**src/rtl/count_disp_pkg.sv**
```systemverilog
// Shared types and constants for the BCD count display.
package count_disp_pkg;

  localparam int unsigned BCD_W = 12;

  typedef enum logic [1:0] {
    StIdle,
    StShift,
    StLatch
  } state_e;

  typedef enum logic [1:0] {
    DigOnes,
    DigTens,
    DigHundreds
  } dig_idx_e;

  // Segment codes, bit0 = a .. bit6 = g, active high
  localparam logic [6:0] SEG_0     = 7'h3F;
  localparam logic [6:0] SEG_1     = 7'h06;
  localparam logic [6:0] SEG_2     = 7'h5B;
  localparam logic [6:0] SEG_3     = 7'h4F;
  localparam logic [6:0] SEG_4     = 7'h66;
  localparam logic [6:0] SEG_5     = 7'h6D;
  localparam logic [6:0] SEG_6     = 7'h7D;
  localparam logic [6:0] SEG_7     = 7'h07;
  localparam logic [6:0] SEG_8     = 7'h7F;
  localparam logic [6:0] SEG_9     = 7'h6F;
  localparam logic [6:0] SEG_BLANK = 7'h00;

  // One-hot digit enable for a digit index
  function automatic logic [2:0] digit_onehot(input dig_idx_e idx);
    logic [2:0] sel;
    unique case (idx)
      DigOnes:     sel = 3'b001;
      DigTens:     sel = 3'b010;
      DigHundreds: sel = 3'b100;
      default:     sel = 3'b001;
    endcase
    return sel;
  endfunction

endpackage

```
**src/rtl/seg7_decode.sv**
```systemverilog
// Combinational BCD digit to 7-segment lookup with blanking.
module seg7_decode
  import count_disp_pkg::*;
(
  input  logic [3:0] i_digit,
  input  logic       i_blank,
  output logic [6:0] o_seg
);

  // Map digit to segment pattern; blank and non-decimal codes show nothing
  always_comb begin
    o_seg = SEG_BLANK;
    if (!i_blank) begin
      case (i_digit)
        4'd0:    o_seg = SEG_0;
        4'd1:    o_seg = SEG_1;
        4'd2:    o_seg = SEG_2;
        4'd3:    o_seg = SEG_3;
        4'd4:    o_seg = SEG_4;
        4'd5:    o_seg = SEG_5;
        4'd6:    o_seg = SEG_6;
        4'd7:    o_seg = SEG_7;
        4'd8:    o_seg = SEG_8;
        4'd9:    o_seg = SEG_9;
        default: o_seg = SEG_BLANK;
      endcase
    end
  end

endmodule

```
**src/rtl/count_bcd_display.sv**
```systemverilog
// Binary-to-BCD converter (shift-add-3) driving a multiplexed 3-digit display.
module count_bcd_display
  import count_disp_pkg::*;
#(
  parameter int unsigned REFRESH_DIV = 1024
) (
  input  logic             clk,
  input  logic             rst_n,
  input  logic             ena,
  input  logic [7:0]       value_in,
  input  logic             load,
  output logic             busy,
  output logic             done,
  output logic [BCD_W-1:0] bcd_out,
  output logic [6:0]       seg_out,
  output logic [2:0]       digit_sel
);

  localparam logic [15:0] REFRESH_LAST = 16'(REFRESH_DIV - 1);

  state_e           r_state, w_state_d;
  logic [7:0]       r_value, w_value_d;
  logic [BCD_W-1:0] r_scratch, w_scratch_d;
  logic [2:0]       r_iter, w_iter_d;
  logic [BCD_W-1:0] r_bcd, w_bcd_d;
  logic             r_done, w_done_d;
  logic [BCD_W-1:0] w_adj;
  logic [19:0]      w_shift;

  logic [15:0]      r_refresh;
  dig_idx_e         r_dig;
  logic [6:0]       r_seg;
  logic [2:0]       r_digit_sel;
  logic [3:0]       w_dig_val;
  logic             w_blank;
  logic [6:0]       w_seg;

  // Add-3 correction on each scratch digit, then the combined left shift
  always_comb begin
    for (int i = 0; i < 3; i++) begin
      w_adj[i*4 +: 4] = (r_scratch[i*4 +: 4] >= 4'd5) ? r_scratch[i*4 +: 4] + 4'd3
                                                       : r_scratch[i*4 +: 4];
    end
    w_shift = {w_adj, r_value} << 1;
  end

  // Conversion FSM next state
  always_comb begin
    w_state_d   = r_state;
    w_value_d   = r_value;
    w_scratch_d = r_scratch;
    w_iter_d    = r_iter;
    w_bcd_d     = r_bcd;
    w_done_d    = 1'b0;
    case (r_state)
      StIdle: begin
        if (load) begin
          w_value_d   = value_in;
          w_scratch_d = '0;
          w_iter_d    = '0;
          w_state_d   = StShift;
        end
      end
      StShift: begin
        w_scratch_d = w_shift[19:8];
        w_value_d   = w_shift[7:0];
        w_iter_d    = r_iter + 3'd1;
        if (r_iter == 3'd7) w_state_d = StLatch;
      end
      StLatch: begin
        w_bcd_d   = r_scratch;
        w_done_d  = 1'b1;
        w_state_d = StIdle;
      end
      default: w_state_d = StIdle;
    endcase
  end

  // Conversion state registers; frozen while disabled, done forced low
  always_ff @(posedge clk or negedge rst_n) begin
    if (!rst_n) begin
      r_state   <= StIdle;
      r_value   <= '0;
      r_scratch <= '0;
      r_iter    <= '0;
      r_bcd     <= '0;
      r_done    <= 1'b0;
    end else if (ena) begin
      r_state   <= w_state_d;
      r_value   <= w_value_d;
      r_scratch <= w_scratch_d;
      r_iter    <= w_iter_d;
      r_bcd     <= w_bcd_d;
      r_done    <= w_done_d;
    end else begin
      r_done    <= 1'b0;
    end
  end

  // Refresh divider and digit index rotation
  always_ff @(posedge clk or negedge rst_n) begin
    if (!rst_n) begin
      r_refresh <= '0;
      r_dig     <= DigOnes;
    end else if (ena) begin
      if (r_refresh == REFRESH_LAST) begin
        r_refresh <= '0;
        case (r_dig)
          DigOnes:     r_dig <= DigTens;
          DigTens:     r_dig <= DigHundreds;
          default:     r_dig <= DigOnes;
        endcase
      end else begin
        r_refresh <= r_refresh + 16'd1;
      end
    end
  end

  // Select the displayed digit from the latched result with leading-zero blanking
  always_comb begin
    w_dig_val = r_bcd[3:0];
    w_blank   = 1'b0;
    case (r_dig)
      DigTens: begin
        w_dig_val = r_bcd[7:4];
        w_blank   = (r_bcd[11:8] == 4'd0) && (r_bcd[7:4] == 4'd0);
      end
      DigHundreds: begin
        w_dig_val = r_bcd[11:8];
        w_blank   = (r_bcd[11:8] == 4'd0);
      end
      default: begin
        w_dig_val = r_bcd[3:0];
        w_blank   = 1'b0;
      end
    endcase
  end

  seg7_decode u_seg7_decode (
    .i_digit (w_dig_val),
    .i_blank (w_blank),
    .o_seg   (w_seg)
  );

  // Registered display outputs
  always_ff @(posedge clk or negedge rst_n) begin
    if (!rst_n) begin
      r_seg       <= SEG_0;
      r_digit_sel <= 3'b001;
    end else if (ena) begin
      r_seg       <= w_seg;
      r_digit_sel <= digit_onehot(r_dig);
    end
  end

  assign busy      = (r_state != StIdle);
  assign done      = r_done & ena;
  assign bcd_out   = r_bcd;
  assign seg_out   = r_seg;
  assign digit_sel = r_digit_sel;

endmodule

```
**config.mk**
```make
export PLATFORM = sky130hd
export DESIGN_NAME = count_bcd_display
export DESIGN_NICKNAME = d
export VERILOG_FILES = /design/src/rtl/count_disp_pkg.sv /design/src/rtl/seg7_decode.sv /design/src/rtl/count_bcd_display.sv
export SDC_FILE = /design/constraint.sdc
export NUM_CORES = 1
export LEC_CHECK = 0
export CAP_MARGIN = 5
export CORE_UTILIZATION = 40
export DETAILED_ROUTE_END_ITERATION = 16
export RECOVER_POWER = 25
export SYNTH_ARGS = -nofsm -noshare
export SYNTH_HDL_FRONTEND = slang
export SYNTH_SLANG_ARGS = --single-unit
```
**constraint.sdc**
```tcl
create_clock -name clk -period 2.45 [get_ports clk]
set_clock_uncertainty 0.05 [all_clocks]
set_input_delay 0.49 -clock clk [delete_from_list [all_inputs] [get_ports clk]]
set_output_delay 0.49 -clock clk [all_outputs]
set_load 0.01 [all_outputs]
```
**After elaboration in Yosys (flattened, before gate mapping)**

Memory sizes are Yosys's and may differ from the RTL's.
Cells that the tools add are included.

- Memories kept: 1
- Input bits: 12
- Bits in read-only memories: 112
- Bits in registers: 66

Memories:

| memory | depth | width | rd ports | clocked after memory_dff | wr ports | line | text |
|---|---|---|---|---|---|---|---|
| (no name shown) | 16 | 7 | 1 | 0 | 0 | seg7_decode.sv:14 | `case (i_digit)` |

- Magnitude comparators: 3
- $add $sub $neg: 5
- Eq/ne operators: 8
- Reduce and logical (&&, ||, !) cells: 11
- Bitwise gates (word level): 1
- Mux-type cells: 20

Operators with widths:

| cell | number |
|---|---|
| case mux 12 bit (2 select lines) | 1 |
| adder 16 x 1 -> 16 bit (second input constant) | 1 |
| equality test 16 x 10 -> 1 bit (second input constant) | 1 |
| 2-to-1 mux 16 bit | 1 |
| case mux 8 bit (2 select lines) | 1 |
| >= comparator 4 x 3 -> 1 bit (second input constant) | 3 |
| 2-to-1 mux 12 bit | 1 |
| case mux 3 bit (2 select lines) | 2 |
| adder 4 x 2 -> 4 bit (second input constant) | 2 |
| logical NOT 4 bit | 2 |
| 2-to-1 mux 4 bit | 2 |
| 2-to-1 mux 8 bit | 1 |
| case mux 2 bit (2 select lines) | 2 |
| case mux 4 bit (2 select lines) | 1 |
| 2-to-1 mux 7 bit | 1 |
| 2-to-1 mux 3 bit | 2 |
| AND reduction 3 bit | 2 |
| equality test 2 x 1 -> 1 bit (second input constant) | 2 |
| equality test 2 bit (second input constant) | 2 |
| logical NOT 2 bit | 2 |
| 2-to-1 mux 2 bit | 2 |
| != test 2 bit (second input constant) | 2 |
| AND reduction 2 bit | 2 |
| nonzero test 2 bit | 2 |
| other kinds (7) | 8 |

**Longest topological paths before layout**

- Depth in word-level cells: 4
- Gate-level depth with buffers: 11
- Depth with buffers taken out: 10

**Cells and area by module**

From an unflattened synthesis, not the netlist that was laid out.

- Cell total of the unflattened synthesis: 307
- Area total of the unflattened synthesis: 3325.7 um2

Modules (own cells, without submodules):

| module | cells an instance | times used | area an instance (um2) | seq. area each (um2) |
|---|---|---|---|---|
| count_bcd_display | 276 | 1 | 3095.5 | 1660.3 |
| seg7_decode | 31 | 1 | 230.2 | 0.0 |

**Worst setup path before layout**

Ideal clock, no wire load.

- Path type: register -> register
- Start point: reg r_dig[0]
- End point: reg r_seg[4] (netlist: seg_out[4])
- Buffers on the path: 1
- Path slack: 0.406 ns
- Library setup time: 0.089 ns
- Required time: 2.311 ns
- Cell stages (with the launch flop): 9
- Arrival time: 1.905 ns
- Clock period less this slack: 2.044 ns
- Cell sequence: dfrtp_1 > inv_1 > ha_1 > buf_2 > mux2i_1 > ha_1 > mux2i_1 > and2_1 > o32ai_2

- Longest elaborated chain between the ends: 4

Ends and longest elaborated chain:

| item | line | text |
|---|---|---|
| from (decl) | count_bcd_display.sv:31 | `dig_idx_e r_dig;` |
| from (signal assigned) | count_bcd_display.sv:104 | `r_dig <= DigOnes;` |
| from (signal assigned) | count_bcd_display.sv:109 | `DigOnes: r_dig <= DigTens;` |
| from (signal assigned) | count_bcd_display.sv:110 | `DigTens: r_dig <= DigHundreds;` |
| equality test 2 bit / equality test 2 x 1 -> 1 bit (equally long branches) | count_bcd_display.sv:123 | `case (r_dig)` |
| case mux 4 bit (2 select lines) | count_bcd_display.sv:123 |  |
| memory read (16 x 7 bit) | -- |  |
| 2-to-1 mux 7 bit * | seg7_decode.sv:13 | `if (!i_blank) begin` |
| to (signal assigned) | count_bcd_display.sv:151 | `r_seg <= w_seg;` |
| to (decl) | count_bcd_display.sv:32 | `logic [6:0] r_seg;` |

Mark *: on every way between the ends. The rest lies on a longest branch, timed or not.
A chain may end at the register's enable or synchronous reset.

**Worst setup path in the final report**

- Start point: in ena
- End point: out done

- Longest elaborated chain between the ends: 1

Ends and longest elaborated chain:

| item | line | text |
|---|---|---|
| from (decl) | count_bcd_display.sv:9 | `input logic ena,` |
| AND 1 bit | count_bcd_display.sv:157 | `assign done = r_done & ena;` |
| to (decl) | count_bcd_display.sv:13 | `output logic done,` |

Every way passes these cells.

==> summary.txt <==
Status
  – Status: completed

Global route
  – Antenna violations before repair: 0
  – GRT Total Usage: 0.173
  – Grt total ovfl: 0
  – First-pass GRT wire length: 11,400 µm
  – Vias in the first global route: 2,365
  – Largest net degree at the start of global routing: 37

Critical path
  – CP Cell Sequence: clkdlybuf4s50_1, and2_1, clkdlybuf4s50_1
  – CP dominant cell by count: clkdlybuf4s50_1
  – Setup Crit Path Kind: input port to primary output
  – Required time of the critical path: 1.91 ns
  – CP Capture Type: primary output
  – CP max FO: 2
  – Setup crit start kind: input port
  – Critical Path AT: 1.72 ns
  – Crit-path slowest cell: clkdlybuf4s50_1
  – Slowest stage delay, CP: 0.54 ns

Cells and area
  – Post-layout utilization of the core: 0.514
  – Share of layout cells above drive strength 1: 0.141
  – N_diodes: 0
  – Nets@finish: 394
  – Synth-to-Final Area Change: 22.5%
  – Final Instance Area: 4010 µm²
  – Final instance count without filler cells: 470

Synthesis
  – Top cell type's share of synthesized area: 0.451
  – Sequential cell area fraction in the yosys report: 0.507
  – Post-synth cell types: 40
  – Main area contributors after synthesis: dfrtp_1, ha_1, dfstp_2, o21ai_0, nand2_1
  – Register bit total from synthesis: 66
  – Cells after synthesis: 316
  – Synth Net Count: 347
  – Library cell with the largest summed area after synthesis: dfrtp_1
  – Yosys warns: 0
  – Cell Area, Synth: 3280 µm²
  – Syn_area_per_cell: 10.4 µm²

STA
  – Final setup viols: 0
  – Final cycle utilization of the critical path: 0.922
  – Minimum clock period: 2.26 ns
  – Final Max Slew Viols: 0
  – Final Hold Viols: 0
  – Relative slew slack: 0.386
  – Setup TNS: 0 ns
  – FMAX: 443 MHz
  – RSZ-0062 raised after global routing: no
  – Tightest Pin Transition: 0.921 ns

Placed design
  – IO Port Bufs: 35
  – Detailed placement HPWL: 4760 µm
  – GPL Wtd Cong: 0.775
  – Placed insts: 453
  – Area post-placement: 3790 µm²

Power
  – Overall power: 3.54 mW
  – Peak VDD IR: 0.000464 V
  – Pwr/cell area: 881 nW/µm²
  – LEAKAGE: 1.84 nW

Clock tree
  – TritonCTS Buffers: 9
  – H-Tree Depth: 3
  – Setup Buffers After CTS: 0
  – Clock buffer depth: 2
  – Clock root buffer: clkbuf_8
  – Clock Latency Late Sink: 0.34 ns
  – CTS sink count: 66
  – CTS tree: yes
  – Clock-pin slew on the worst setup and hold paths: 0.07 ns

Floorplan
  – Starting Density: 0.420
  – DIE AREA: 8560 µm²
  – Die height: 92.5 µm
  – Core area: 7810 µm²
  – Number of placement rows: 32
  – I/O pins: 36
  – Die W: 92.5 µm

Drt
  – DRT Pass-1 Iters: 4
  – Vias: 2,361
  – DR DRC count: 0
  – Vias per cell: 5.02
  – Drt total wl: 6550 µm
  – Antenna viol nets, final: 0
  – Drt initial violations: 77
  – DR WL/cell: 13.9 µm

Run
  – Max_cap viols: 0

Worst hold path
  – Worst hold path type: flip-flop to flip-flop
## state kept, by name, summed over array words and instances, names as in the netlist
name,count
seg_out,7
r_refresh,16
digit_sel,3
bcd_out,12
r_done,1
r_dig,2
r_scratch,12
r_iter,3
r_state,2
r_value,8
## cell usage in the layout, fill, tap and decap left out, types with 2 or more instances in the layout
| cell type | instances |
|---|---|
| a22o_1 | 3 |
| and3_1 | 3 |
| ha_1 | 19 |
| mux2i_1 | 11 |
| buf_4 | 10 |
| and2_1 | 3 |
| nand4_1 | 6 |
| clkdlybuf4s50_1 | 34 |
| clkbuf_8 | 10 |
| xor2_1 | 7 |
| nand3_1 | 5 |
| o22ai_1 | 8 |
| dfstp_2 | 7 |
| bufinv_16 | 2 |
| o21ai_0 | 32 |
| nor2_1 | 17 |
| clkinv_2 | 4 |
| a32o_1 | 3 |
| mux2_2 | 9 |
| dfrtp_1 | 59 |
| nor2b_1 | 3 |
| nor3_1 | 6 |
| o31ai_1 | 2 |
| nand2b_1 | 4 |
| inv_1 | 23 |
| a21oi_1 | 10 |
| nand2_1 | 37 |
| xnor2_1 | 12 |
## routing by layer
layer / routed length [µm] / global-route usage
met1: 3100 / 0.222
met2: 3130 / 0.277
met3: 229 / 0.0567
met4: 90 / 0.0521
met5: 0 / 0
## Yosys cell counts
master,number
inv_1,23
nor3_1,6
buf_2,3
o32ai_2,1
buf_4,1
o31ai_1,2
nand4_1,6
o21ai_0,33
nand3_1,5
nor3_2,1
nor4_1,1
buf_1,2
dfrtp_1,59
xnor2_1,12
dfstp_2,7
clkbuf_1,5
a31oi_1,1
mux2i_4,1
xor2_1,7
nor2_1,17
mux2_2,9
nor4b_1,1
a21oi_1,11
and2_1,3
a22oi_1,1
nor2b_1,3
nand3b_1,1
o22ai_1,8
or2_2,1
and3_1,3
a32o_1,3
mux2_1,1
or4_4,1
o211ai_2,1
mux2i_1,12
a21bo_2,1
a22o_1,3
ha_1,19
nand2b_1,4
nand2_1,37
## through the flow
step                setup slack (ns)  hold slack [ns]
floorplan                      0.406            0.144
global placement               0.180            0.341
detailed placement             0.196            0.344
CTS                            0.173            0.421
global route                  0.0433            0.427
finish                         0.192            0.416
## critical path: cells and delay by family
kind                   cells  cell delay [ns]
AND/OR/NAND/NOR            1             0.17
buffers and inverters      2             1.05
## worst paths after layout
check                        startpoint           end  slack, ns  cells past startpoint
max                                 ena          done       0.19                      3
min                        digit_sel[0]  digit_sel[0]       0.42                      2
max reg2reg                    r_dig[0]    seg_out[6]       0.26                      8
min reg2reg                digit_sel[0]  digit_sel[0]       0.42                      2
max in group asynchronous         rst_n     r_iter[1]       0.42                      3
min in group asynchronous         rst_n  r_refresh[8]       0.62                      2
## cells by family (layout without fill, tap and decap cells)
kind of cell	Yosys count	in the layout	synth area share
AOI/OAI and AO/OA	65	65	0.120
xor gates and xnor gates	19	19	0.0508
adders and majority gates	19	19	0.0726
buffers and inverters	34	86	0.0413
DFF	66	66	0.507
muxes	23	23	0.0779
and+or+nand+nor	90	90	0.130
## final cells by class
type / instances / area [µm²]
inverter: 23 / 86.3
fill: 708 / 3790
multi-input combinational: 216 / 1490
sequential: 66 / 1660
clock buffer: 10 / 138
tap: 102 / 128
timing repair buffer: 47 / 434
clock inverter: 6 / 80.1
## where the power goes
| part | total [mW] | switching, mW | internal, mW |
|---|---|---|---|
| Combinational | 0.978 | 0.503 | 0.475 |
| Clock | 1.00 | 0.410 | 0.593 |
| Sequential | 1.56 | 0.212 | 1.34 |
| Total | 3.54 | 1.13 | 2.41 |
## repair_timing
| action | 4_1_cts | 5_1_grt |
|---|---|---|
| hold buffers | 1 | 0 |
| resized for setup | 0 | 2 |
| hold endpoints to repair | 9 | 0 |
| endpoints found under the setup margin | 0 | 3 |
Note: power is estimated with default switching activity, not from simulation.
